<file path="src/rtl/fma16_pkg.sv">
// Shared types and constants for the fma16 issue/retire stage.
package fma16_pkg;

   typedef enum logic [2:0] {
      FMADD   = 3'b000,
      FMSUB   = 3'b001,
      FNMSUB  = 3'b010,
      FNMADD  = 3'b011,
      FMUL    = 3'b100,
      FADD    = 3'b101,
      FSUB    = 3'b110,
      ILLEGAL = 3'b111
   } opcode_e;

   typedef enum logic [1:0] {
      RM_RZ  = 2'b00,
      RM_RNE = 2'b01,
      RM_RDN = 2'b10,
      RM_RUP = 2'b11
   } roundmode_e;

   localparam int unsigned FLAG_NV = 3;
   localparam int unsigned FLAG_OF = 2;
   localparam int unsigned FLAG_UF = 1;
   localparam int unsigned FLAG_NX = 0;

   localparam logic [15:0] QNAN16       = 16'h7E00;
   localparam logic [3:0]  FLAG_INVALID = 4'(1) << FLAG_NV;

   typedef struct packed {
      logic mul;
      logic add;
      logic negp;
      logic negz;
   } fma_ctrl_t;

   typedef struct packed {
      logic [15:0] result;
      logic [3:0]  flags;
   } outq_entry_t;

   // Illegal ops decode to all-zero controls so fma16 sees a benign request.
   function automatic fma_ctrl_t decode_op(input opcode_e op);
      fma_ctrl_t c;
      c = '0;
      unique case (op)
         FMADD:   c = '{mul: 1'b1, add: 1'b1, negp: 1'b0, negz: 1'b0};
         FMSUB:   c = '{mul: 1'b1, add: 1'b1, negp: 1'b0, negz: 1'b1};
         FNMSUB:  c = '{mul: 1'b1, add: 1'b1, negp: 1'b1, negz: 1'b0};
         FNMADD:  c = '{mul: 1'b1, add: 1'b1, negp: 1'b1, negz: 1'b1};
         FMUL:    c = '{mul: 1'b1, add: 1'b0, negp: 1'b0, negz: 1'b0};
         FADD:    c = '{mul: 1'b0, add: 1'b1, negp: 1'b0, negz: 1'b0};
         FSUB:    c = '{mul: 1'b0, add: 1'b1, negp: 1'b0, negz: 1'b1};
         ILLEGAL: c = '0;
         default: c = '0;
      endcase
      return c;
   endfunction

endpackage

</file>
<file path="src/rtl/fma16_issue_if.sv">
// Request, fma16 datapath and retire signals of the fma16 issue stage.
interface fma16_issue_if;
   logic        in_valid;
   logic        in_ready;
   logic [2:0]  in_op;
   logic [1:0]  in_rm;
   logic [15:0] in_x, in_y, in_z;
   logic [15:0] fma_x, fma_y, fma_z;
   logic        fma_mul, fma_add, fma_negp, fma_negz;
   logic [1:0]  fma_roundmode;
   logic [15:0] fma_result;
   logic [3:0]  fma_flags;
   logic        out_valid;
   logic        out_ready;
   logic [15:0] out_result;
   logic [3:0]  out_flags;
   logic [3:0]  fflags;
   logic        fflags_clr;

   modport slave (
      input  in_valid, in_op, in_rm, in_x, in_y, in_z, fma_result, fma_flags, out_ready,
             fflags_clr,
      output in_ready, fma_x, fma_y, fma_z, fma_mul, fma_add, fma_negp, fma_negz,
             fma_roundmode, out_valid, out_result, out_flags, fflags
   );

   modport master (
      output in_valid, in_op, in_rm, in_x, in_y, in_z, fma_result, fma_flags, out_ready,
             fflags_clr,
      input  in_ready, fma_x, fma_y, fma_z, fma_mul, fma_add, fma_negp, fma_negz,
             fma_roundmode, out_valid, out_result, out_flags, fflags
   );
endinterface

</file>
<file path="src/rtl/fma16_outq.sv">
// FIFO of retired {result, flags}; push and pop may coincide even when full.
module fma16_outq
   import fma16_pkg::*;
#(
   parameter int unsigned Depth = 2
) (
   input  logic        clk,
   input  logic        reset,
   input  logic        push,
   input  outq_entry_t push_entry,
   input  logic        pop,
   output outq_entry_t head,
   output logic        full,
   output logic        empty
);
   localparam int unsigned PtrW = (Depth > 1) ? $clog2(Depth) : 1;
   localparam int unsigned CntW = $clog2(Depth + 1);

   outq_entry_t     mem_q [Depth];
   logic [PtrW-1:0] wr_q, rd_q;
   logic [CntW-1:0] cnt_q;

   function automatic logic [PtrW-1:0] ptr_inc(input logic [PtrW-1:0] p);
      return (p == PtrW'(Depth - 1)) ? '0 : p + 1'b1;
   endfunction

   always_ff @(posedge clk) begin
      if (!reset) begin
         for (int i = 0; i < int'(Depth); i++) mem_q[i] <= '0;
         wr_q  <= '0;
         rd_q  <= '0;
         cnt_q <= '0;
      end else begin
         if (push) begin
            mem_q[wr_q] <= push_entry;
            wr_q        <= ptr_inc(wr_q);
         end
         if (pop) rd_q <= ptr_inc(rd_q);
         if (push && !pop) cnt_q <= cnt_q + 1'b1;
         else if (pop && !push) cnt_q <= cnt_q - 1'b1;
      end
   end

   assign head  = mem_q[rd_q];
   assign full  = (cnt_q == CntW'(Depth));
   assign empty = (cnt_q == '0);
endmodule

</file>
<file path="src/rtl/fma16_issue.sv">
// Issue/retire stage around fma16: decode into S1, capture results in a queue, sticky flags.
module fma16_issue
   import fma16_pkg::*;
#(
   parameter int unsigned OUT_DEPTH = 2
) (
   input logic          clk,
   input logic          reset,
   fma16_issue_if.slave bus
);
   logic        s1_valid_q, s1_illegal_q;
   logic [15:0] fma_x_q, fma_y_q, fma_z_q;
   fma_ctrl_t   ctrl_q, in_ctrl;
   roundmode_e  rm_q;
   logic [3:0]  fflags_q, fflags_d;
   logic        in_illegal, accept, drain, pop, out_valid;
   logic        q_full, q_empty;
   outq_entry_t push_entry, head;

   always_comb begin
      in_illegal = (opcode_e'(bus.in_op) == ILLEGAL);
      in_ctrl    = decode_op(opcode_e'(bus.in_op));
      out_valid  = reset & ~q_empty;
      pop        = out_valid & bus.out_ready;
      // A pop frees a slot in the same cycle, so a full queue still takes S1.
      drain      = s1_valid_q & (~q_full | pop);
      accept     = bus.in_valid & reset & (~s1_valid_q | drain);
      push_entry = s1_illegal_q ? '{result: QNAN16, flags: FLAG_INVALID}
                                : '{result: bus.fma_result, flags: bus.fma_flags};
      fflags_d   = (bus.fflags_clr ? 4'b0000 : fflags_q) | (pop ? head.flags : 4'b0000);
   end

   always_ff @(posedge clk) begin
      if (!reset) begin
         s1_valid_q   <= 1'b0;
         s1_illegal_q <= 1'b0;
         fma_x_q      <= '0;
         fma_y_q      <= '0;
         fma_z_q      <= '0;
         ctrl_q       <= '0;
         rm_q         <= RM_RZ;
         fflags_q     <= '0;
      end else begin
         fflags_q <= fflags_d;
         if (accept) begin
            s1_valid_q   <= 1'b1;
            s1_illegal_q <= in_illegal;
            fma_x_q      <= bus.in_x;
            fma_y_q      <= bus.in_y;
            fma_z_q      <= bus.in_z;
            ctrl_q       <= in_ctrl;
            rm_q         <= roundmode_e'(bus.in_rm);
         end else if (drain) begin
            s1_valid_q <= 1'b0;
         end
      end
   end

   fma16_outq #(
      .Depth(OUT_DEPTH)
   ) u_outq (
      .clk       (clk),
      .reset     (reset),
      .push      (drain),
      .push_entry(push_entry),
      .pop       (pop),
      .head      (head),
      .full      (q_full),
      .empty     (q_empty)
   );

   assign bus.in_ready      = reset & (~s1_valid_q | drain);
   assign bus.fma_x         = fma_x_q;
   assign bus.fma_y         = fma_y_q;
   assign bus.fma_z         = fma_z_q;
   assign bus.fma_mul       = ctrl_q.mul;
   assign bus.fma_add       = ctrl_q.add;
   assign bus.fma_negp      = ctrl_q.negp;
   assign bus.fma_negz      = ctrl_q.negz;
   assign bus.fma_roundmode = rm_q;
   assign bus.out_valid     = out_valid;
   assign bus.out_result    = head.result;
   assign bus.out_flags     = head.flags;
   assign bus.fflags        = fflags_q;
endmodule

</file>
<file path="src/flat_wrapper.sv">
// flat-port wrapper written by rule: the top's interface ports become plain ports
module fma16_issue_flat import fma16_pkg::*;
#(
   parameter int unsigned OUT_DEPTH = 2
)
  (clk, reset, bus_in_valid, bus_in_op, bus_in_rm, bus_in_x, bus_in_y, bus_in_z, bus_fma_result, bus_fma_flags, bus_out_ready, bus_fflags_clr, bus_in_ready, bus_fma_x, bus_fma_y, bus_fma_z, bus_fma_mul, bus_fma_add, bus_fma_negp, bus_fma_negz, bus_fma_roundmode, bus_out_valid, bus_out_result, bus_out_flags, bus_fflags);
  fma16_issue_if bus_i ();
  input logic clk;
  input logic reset;
  input wire logic [$bits(bus_i.in_valid)-1:0] bus_in_valid;
  input wire logic [$bits(bus_i.in_op)-1:0] bus_in_op;
  input wire logic [$bits(bus_i.in_rm)-1:0] bus_in_rm;
  input wire logic [$bits(bus_i.in_x)-1:0] bus_in_x;
  input wire logic [$bits(bus_i.in_y)-1:0] bus_in_y;
  input wire logic [$bits(bus_i.in_z)-1:0] bus_in_z;
  input wire logic [$bits(bus_i.fma_result)-1:0] bus_fma_result;
  input wire logic [$bits(bus_i.fma_flags)-1:0] bus_fma_flags;
  input wire logic [$bits(bus_i.out_ready)-1:0] bus_out_ready;
  input wire logic [$bits(bus_i.fflags_clr)-1:0] bus_fflags_clr;
  output wire logic [$bits(bus_i.in_ready)-1:0] bus_in_ready;
  output wire logic [$bits(bus_i.fma_x)-1:0] bus_fma_x;
  output wire logic [$bits(bus_i.fma_y)-1:0] bus_fma_y;
  output wire logic [$bits(bus_i.fma_z)-1:0] bus_fma_z;
  output wire logic [$bits(bus_i.fma_mul)-1:0] bus_fma_mul;
  output wire logic [$bits(bus_i.fma_add)-1:0] bus_fma_add;
  output wire logic [$bits(bus_i.fma_negp)-1:0] bus_fma_negp;
  output wire logic [$bits(bus_i.fma_negz)-1:0] bus_fma_negz;
  output wire logic [$bits(bus_i.fma_roundmode)-1:0] bus_fma_roundmode;
  output wire logic [$bits(bus_i.out_valid)-1:0] bus_out_valid;
  output wire logic [$bits(bus_i.out_result)-1:0] bus_out_result;
  output wire logic [$bits(bus_i.out_flags)-1:0] bus_out_flags;
  output wire logic [$bits(bus_i.fflags)-1:0] bus_fflags;
  assign bus_i.in_valid = bus_in_valid;
  assign bus_i.in_op = bus_in_op;
  assign bus_i.in_rm = bus_in_rm;
  assign bus_i.in_x = bus_in_x;
  assign bus_i.in_y = bus_in_y;
  assign bus_i.in_z = bus_in_z;
  assign bus_i.fma_result = bus_fma_result;
  assign bus_i.fma_flags = bus_fma_flags;
  assign bus_i.out_ready = bus_out_ready;
  assign bus_i.fflags_clr = bus_fflags_clr;
  assign bus_in_ready = bus_i.in_ready;
  assign bus_fma_x = bus_i.fma_x;
  assign bus_fma_y = bus_i.fma_y;
  assign bus_fma_z = bus_i.fma_z;
  assign bus_fma_mul = bus_i.fma_mul;
  assign bus_fma_add = bus_i.fma_add;
  assign bus_fma_negp = bus_i.fma_negp;
  assign bus_fma_negz = bus_i.fma_negz;
  assign bus_fma_roundmode = bus_i.fma_roundmode;
  assign bus_out_valid = bus_i.out_valid;
  assign bus_out_result = bus_i.out_result;
  assign bus_out_flags = bus_i.out_flags;
  assign bus_fflags = bus_i.fflags;
  fma16_issue #(.OUT_DEPTH(OUT_DEPTH)) u_core (.clk(clk), .reset(reset), .bus(bus_i));
endmodule
</file>
<file path="config.mk">
export PLATFORM = sky130hd
export DESIGN_NAME = fma16_issue_flat
export DESIGN_NICKNAME = d
export VERILOG_FILES = /design/src/rtl/fma16_pkg.sv /design/src/rtl/fma16_issue_if.sv /design/src/rtl/fma16_outq.sv /design/src/rtl/fma16_issue.sv /design/src/flat_wrapper.sv
export SDC_FILE = /design/constraint.sdc
export NUM_CORES = 1
export LEC_CHECK = 0
export ABC_AREA = 1
export CAP_MARGIN = 20
export CORE_ASPECT_RATIO = 0.7
export CORE_MARGIN = 2
export CORE_UTILIZATION = 45
export DETAILED_ROUTE_END_ITERATION = 7
export PLACE_DENSITY = 0.85
export SLEW_MARGIN = 20
export SYNTH_ARGS = -nofsm -noshare
export SYNTH_HDL_FRONTEND = slang
export SYNTH_SLANG_ARGS = --single-unit
</file>
<file path="constraint.sdc">
create_clock -name clk -period 5.52 [get_ports clk]
set_clock_uncertainty 0.2 [all_clocks]
set_input_delay 1.38 -clock clk [delete_from_list [all_inputs] [get_ports clk]]
set_output_delay 1.38 -clock clk [all_outputs]
set_load 0.02 [all_outputs]
</file>
## Yosys cells after proc, flatten, opt, wreduce, memory -nomap -nowiden

Memories as Yosys holds them, arrays and structs flattened. A register that Yosys moved wholly into a read port is not among the register bits.
Index checks and enable logic that the tools add are counted.
W data, S select, Z words.

| storage, ports and cells | value |
|---|---|
| register bits after elaboration | 60 |
| RAM bits | 40 |
| memory bits (read-only) | 32 |
| input port bits | 78 |
| output and inout port bits | 80 |
| logic and storage cells | 57 |
| memories | 2 |

Memory list:

| memory | depth | width | read ports | clocked after memory_dff | write ports | RTL line | RTL |
|---|---|---|---|---|---|---|---|
| u_core.u_outq.mem_q | 2 | 20 | 1 | 1 | 2 | fma16_outq.sv:19 | `outq_entry_t mem_q [Depth];` |
| (name not given) | 8 | 4 | 1 | 1 | 0 | fma16_pkg.sv:46 | `unique case (op)` |

| operators by class | value |
|---|---|
| add/subtract/negate cells | 4 |
| eq/ne operators | 2 |
| muxes and demuxes | 18 |
| bitwise logic cells | 12 |
| reductions and logical operators | 9 |

Operators by type and width:

| operator | number |
|---|---|
| $mux W20 | 2 |
| $reduce_or A20 Y1 | 1 |
| $mux W1 | 12 |
| $mux W4 | 2 |
| $and A1 B1 Y1 | 6 |
| $mux W2 | 2 |
| $or A4 B4 Y4 | 1 |
| $reduce_bool A2 Y1 | 2 |
| $eq A3 B3 Y1 const B | 1 |
| $logic_not A1 Y1 | 3 |
| $not A1 Y1 | 3 |
| $add A1 B1 Y1 const B | 2 |
| $add A2 B1 Y2 const B | 1 |
| $eq A2 B2 Y1 const B | 1 |
| $logic_and A1 B1 Y1 | 2 |
| $logic_not A2 Y1 | 1 |
| $or A1 B1 Y1 | 2 |
| $sub A2 B1 Y2 const B | 1 |

## Logic depth before layout (Yosys ltp)

| depth | value |
|---|---|
| word-level depth | 11 |
| gate-level depth with buffers | 12 |
| mapped depth without buffers | 12 |

## Modules after synthesis

From an unflattened synthesis, not the netlist that was laid out.

| second synthesis, totals | value |
|---|---|
| cells, all modules | 478 |
| area, all modules | 4371.7 um^2 |

Modules (own cells, without submodules):

| module | times used | cells an instance | area an instance (um^2) | sequential area each (um^2) |
|---|---|---|---|---|
| fma16_issue | 1 | 317 | 2321.0 | 1201.2 |
| fma16_outq | 1 | 161 | 2050.7 | 1301.2 |

## Worst setup path before layout

Ideal clock, no wire load.

| path | value |
|---|---|
| path kind | input-to-output |
| start | in reset |
| end | out bus_in_ready |
| arrival time | 2145 ps |
| data required time | 3940 ps |
| path slack | 1795 ps |
| stages | 5 |
| buffers on the path | 1 |
| cells stage by stage | clkbuf_8 > nand3_4 > nand2_1 > nand2_2 > a21oi_1 |

| on the way | value |
|---|---|
| longest elaborated chain between the ends | 6 |

Ends and longest elaborated chain:

| item | RTL line | RTL |
|---|---|---|
| start, declared | flat_wrapper.sv:9 | `input logic reset;` |
| $and A1 B1 Y1 | fma16_issue.sv:23 | `out_valid = reset & ~q_empty;` |
| $and A1 B1 Y1 | fma16_issue.sv:24 | `pop = out_valid & bus.out_ready;` |
| $or A1 B1 Y1 | fma16_issue.sv:26 | `drain = s1_valid_q & (~q_full \| pop);` |
| $and A1 B1 Y1 | fma16_issue.sv:26 |  |
| $or A1 B1 Y1 | fma16_issue.sv:72 | `assign bus.in_ready = reset & (~s1_valid_q \| drain);` |
| $and A1 B1 Y1 * | fma16_issue.sv:72 |  |
| end, declared | flat_wrapper.sv:20 | `output wire logic [$bits(bus_i.in_ready)-1:0] bus_in_ready;` |

Mark *: on every way between the ends. The rest lies on a longest branch, timed or not.

## Final worst setup path

| path | value |
|---|---|
| start | in bus_out_ready |
| end | out bus_in_ready |

| on the way | value |
|---|---|
| longest elaborated chain between the ends | 5 |

Ends and longest elaborated chain:

| item | RTL line | RTL |
|---|---|---|
| start, declared | flat_wrapper.sv:18 | `input wire logic [$bits(bus_i.out_ready)-1:0] bus_out_ready;` |
| $and A1 B1 Y1 | fma16_issue.sv:24 |  |
| $or A1 B1 Y1 | fma16_issue.sv:26 |  |
| $and A1 B1 Y1 | fma16_issue.sv:26 |  |
| $or A1 B1 Y1 | fma16_issue.sv:72 |  |
| $and A1 B1 Y1 | fma16_issue.sv:72 |  |

No other way between the ends.

==> summary.md <==
• 0 — global route total overflow
• 0.939 ns — Slew @ Worst Pin
• 0.469 — sequential share of power
• primary input — startpoint type of the worst setup path
• 4310 um2 — synthesized area
• 446 — cells after synthesis
• 157 — count of buffers from port buffering
• 0 — Antenna Nets Post-Route
• 4 — number of iterations in the first detailed-routing pass
• 62 — largest net degree at the start of global routing
• 703 — Post-Place Cells
• 0 — initial antenna violation count
• 0.805 — Final Wtd Congestion
• 9.66 um2 — Post-Syn Area per Cell
• 158 — number of placed I/O pins
• 4.88 — Avg Vias per Cell
• 0 — count of synthesis-stage warnings from yosys
• 0.470 — effective utilization at floorplan
• 1.40 mW — internal portion of total power
• 0 — Hold Fails Final Rpt
• sky130_fd_sc_hd__clkbuf_16 — root cell of the clock tree
• 0.215 mV — VDD IR-drop max
• 0.34 ns — source-to-sink clock delay at the later pin of the worst-skew pair
• 1.88 mW — Pwr Total
• 5 — maximum fanout count along the critical path
• 0 ns — Setup TNS
• 0.473 mW — Switch Pwr
• 0.07 ns — clock transition time at the flip-flop clock pins of the worst setup and hold paths
• 29 — number of rows in the core area
• 10400 um2 — die outline area
• 0 — Ant. Diodes
• 7.26 mm — DP HPWL
• 0.252 — switching part of the total
• in -> out — worst setup path class
• 105 — Sinks on Clock Net
• 4.66 ns — final worst path period need
• 24 — number of different library cells in the post-synthesis netlist
• 0 — Post-synth ARST share
• 42.9% — Layout area overhead
• yes — TritonCTS clock tree
• 2 — buffers from clock root to sink, at most
• 0.373 — normalized max-slew margin
• 0 — count of instances resized after the clock tree is built
• 40 — EDFF count, synth
• 121 um — die width
• 0.864 ns — Worst Slack Setup Final
• reg -> reg — class of the tightest hold or removal check
• 9 — number of CTS-inserted buffers
• 0.671 — Final Core Density
• sky130_fd_sc_hd__nand2_1 — most frequent cell after synthesis
• 528 — net count after synthesis
• primary output — endpoint type of the worst setup path
• 0.581 — Seq/Total Area, Yosys
• 0.210 — combined global-route utilization of all metal layers
• 0 — final setup fails
• 3.94 ns — required time of the critical path
• finished, final reports clean — run status
• 0 — max-slew violation count
• sky130_fd_sc_hd__dfxtp_1 — biggest area consumer among synthesized cells
• 0.359 — Clk pwr share
• sky130_fd_sc_hd__dfxtp_1 — Most used DFF post-synth
• 3 — Max H-tree Level
• 2.56 nW — P_leak
• 0 — max cap viols
• 16.9 mm — global-route wire length before repair
• 3507 — detailed-route via count
• 0.843 — Final period util
• 672 — nets
• 0.134 — share of cells above drive strength 1
• 0 — quantity of hold-fixing buffers added after cts
• no — unrepaired setup endpoints after global routing
• 215 MHz — f_max
• 0.302 — area share of the leading cell type in the synthesized netlist
• 85.9 um — vertical die dimension
• 305 nW/um2 — power density cells
• 0.262 ns — hold_ws
• 0 — post-CTS setup repair buffer count
• 14.6 um — routed wirelength normalized by instance count
• 0.173 — relative contribution of combinational cells to total power
• 105 — number of synthesized register bits
• 10.5 mm — wirelength, routed
• sky130_fd_sc_hd__nand2_1, sky130_fd_sc_hd__dfxtp_1, sky130_fd_sc_hd__nand3_1 — most frequent cells after synthesis
• 3502 — vias in the first global route
• 5840 um2 — DP Area
• sky130_fd_sc_hd__dfxtp_1, sky130_fd_sc_hd__edfxtp_1, sky130_fd_sc_hd__nand2_1, sky130_fd_sc_hd__nand3_1, sky130_fd_sc_hd__nor2_2 — most area-consuming cells after synthesis
• 0.845 ns — worst slack, placed
• 6160 um2 — cell area after layout
• 719 — non-filler instance count after layout
• 3.08 ns — Worst EP arrival
• 9180 um2 — area of the core
• 247 — DR iter-0 viols
• 0 — DRC errors left
## logic make-up (layout without fill, tap and decap cells)
| logic type | count (synthesis) | after routing | synth area share |
|---|---|---|---|
| AND/OR/NAND/NOR | 262 | 262 | 0.282 |
| flip-flops | 105 | 105 | 0.581 |
| buffers and inverters | 40 | 189 | 0.0601 |
| AO/OA/AOI/OAI | 17 | 17 | 0.0197 |
| multiplexers | 16 | 16 | 0.0418 |
| adder cells (fa/ha/maj) | 4 | 4 | 0.0116 |
| XOR/XNOR | 2 | 2 | 0.00406 |
## placed cells by master (no fill, tap or decap), drive strengths merged
| cell | Yosys | routed |
|---|---|---|
| clkdlybuf4s50 | 0 | 156 |
| nand2 | 137 | 137 |
| dfxtp | 65 | 65 |
| nand3 | 63 | 63 |
| nor2 | 60 | 60 |
| edfxtp | 40 | 40 |
| inv | 15 | 17 |
| mux2 | 16 | 16 |
| a21oi | 12 | 12 |
| clkbuf | 6 | 11 |
| o21ai | 5 | 5 |
| ha | 4 | 4 |
| xor2 | 2 | 2 |
| nand4 | 2 | 2 |
| buf | 19 | 2 |
| clkinvlp | 0 | 1 |
| bufinv | 0 | 1 |
| clkinv | 0 | 1 |
## area by class of cell
cell class | count | area [um2]
flip-flops and latches | 105 | 2500
clock buffers | 11 | 264
multi-input cells | 301 | 1550
well taps | 124 | 155
repair buffers | 158 | 1570
inverters | 15 | 58.8
clock inverters | 5 | 57.6
fillers | 701 | 3020
## path summary, 6_finish.rpt
path | from | slack, ns | endpoint | cells past startpoint
max | bus_out_ready | 0.86 | bus_in_ready | 6
min | u_core.bus.fma_x[11] | 0.26 | u_core.bus.fma_x[11] | 2
max reg2reg | u_core.u_outq.cnt_q[1] | 2.78 | u_core.u_outq.mem_q[0][0] | 7
min reg2reg | u_core.bus.fma_x[11] | 0.26 | u_core.bus.fma_x[11] | 2
## power by group through the flow
stage	combinational [mW]	sequential, mW	clock [mW]
6_report	0.324	0.879	0.673
2_1_floorplan	0.133	0.925	0
3_3_place_gp	0.320	0.894	0
5_1_grt	0.348	0.885	0.721
4_1_cts	0.328	0.879	0.688
3_5_place_dp	0.325	0.896	0
## critical path, cell delays in order
cell	delay, ns
sky130_fd_sc_hd__clkdlybuf4s50_1	0.62
sky130_fd_sc_hd__nand3_4	0.14
sky130_fd_sc_hd__nand2_1	0.09
sky130_fd_sc_hd__nand2_2	0.08
sky130_fd_sc_hd__a21oi_1	0.13
sky130_fd_sc_hd__clkdlybuf4s50_1	0.63
## per-layer routing
| metal | GRT usage | part of all wire | vias to the layer above |
|---|---|---|---|
| met1 | 0.243 | 0.40 | 1616 |
| met5 | 0 | 0 | - |
| met3 | 0.103 | 0.11 | 8 |
| met4 | 0.0729 | 0.0089 | 0 |
| li1 | - | - | 1743 |
| met2 | 0.341 | 0.48 | 140 |
## registers in the layout, indices dropped and copies added, names as in the netlist, 2 cells and up, named ones only
register                  count
u_core.u_outq.mem_q          40
u_core.bus.fma_x             16
u_core.bus.fma_y             16
u_core.bus.fma_z             16
u_core.bus.fflags             4
u_core.bus.fma_roundmode      2
u_core.u_outq.cnt_q           2
Note: power is estimated with default switching activity, not from simulation.
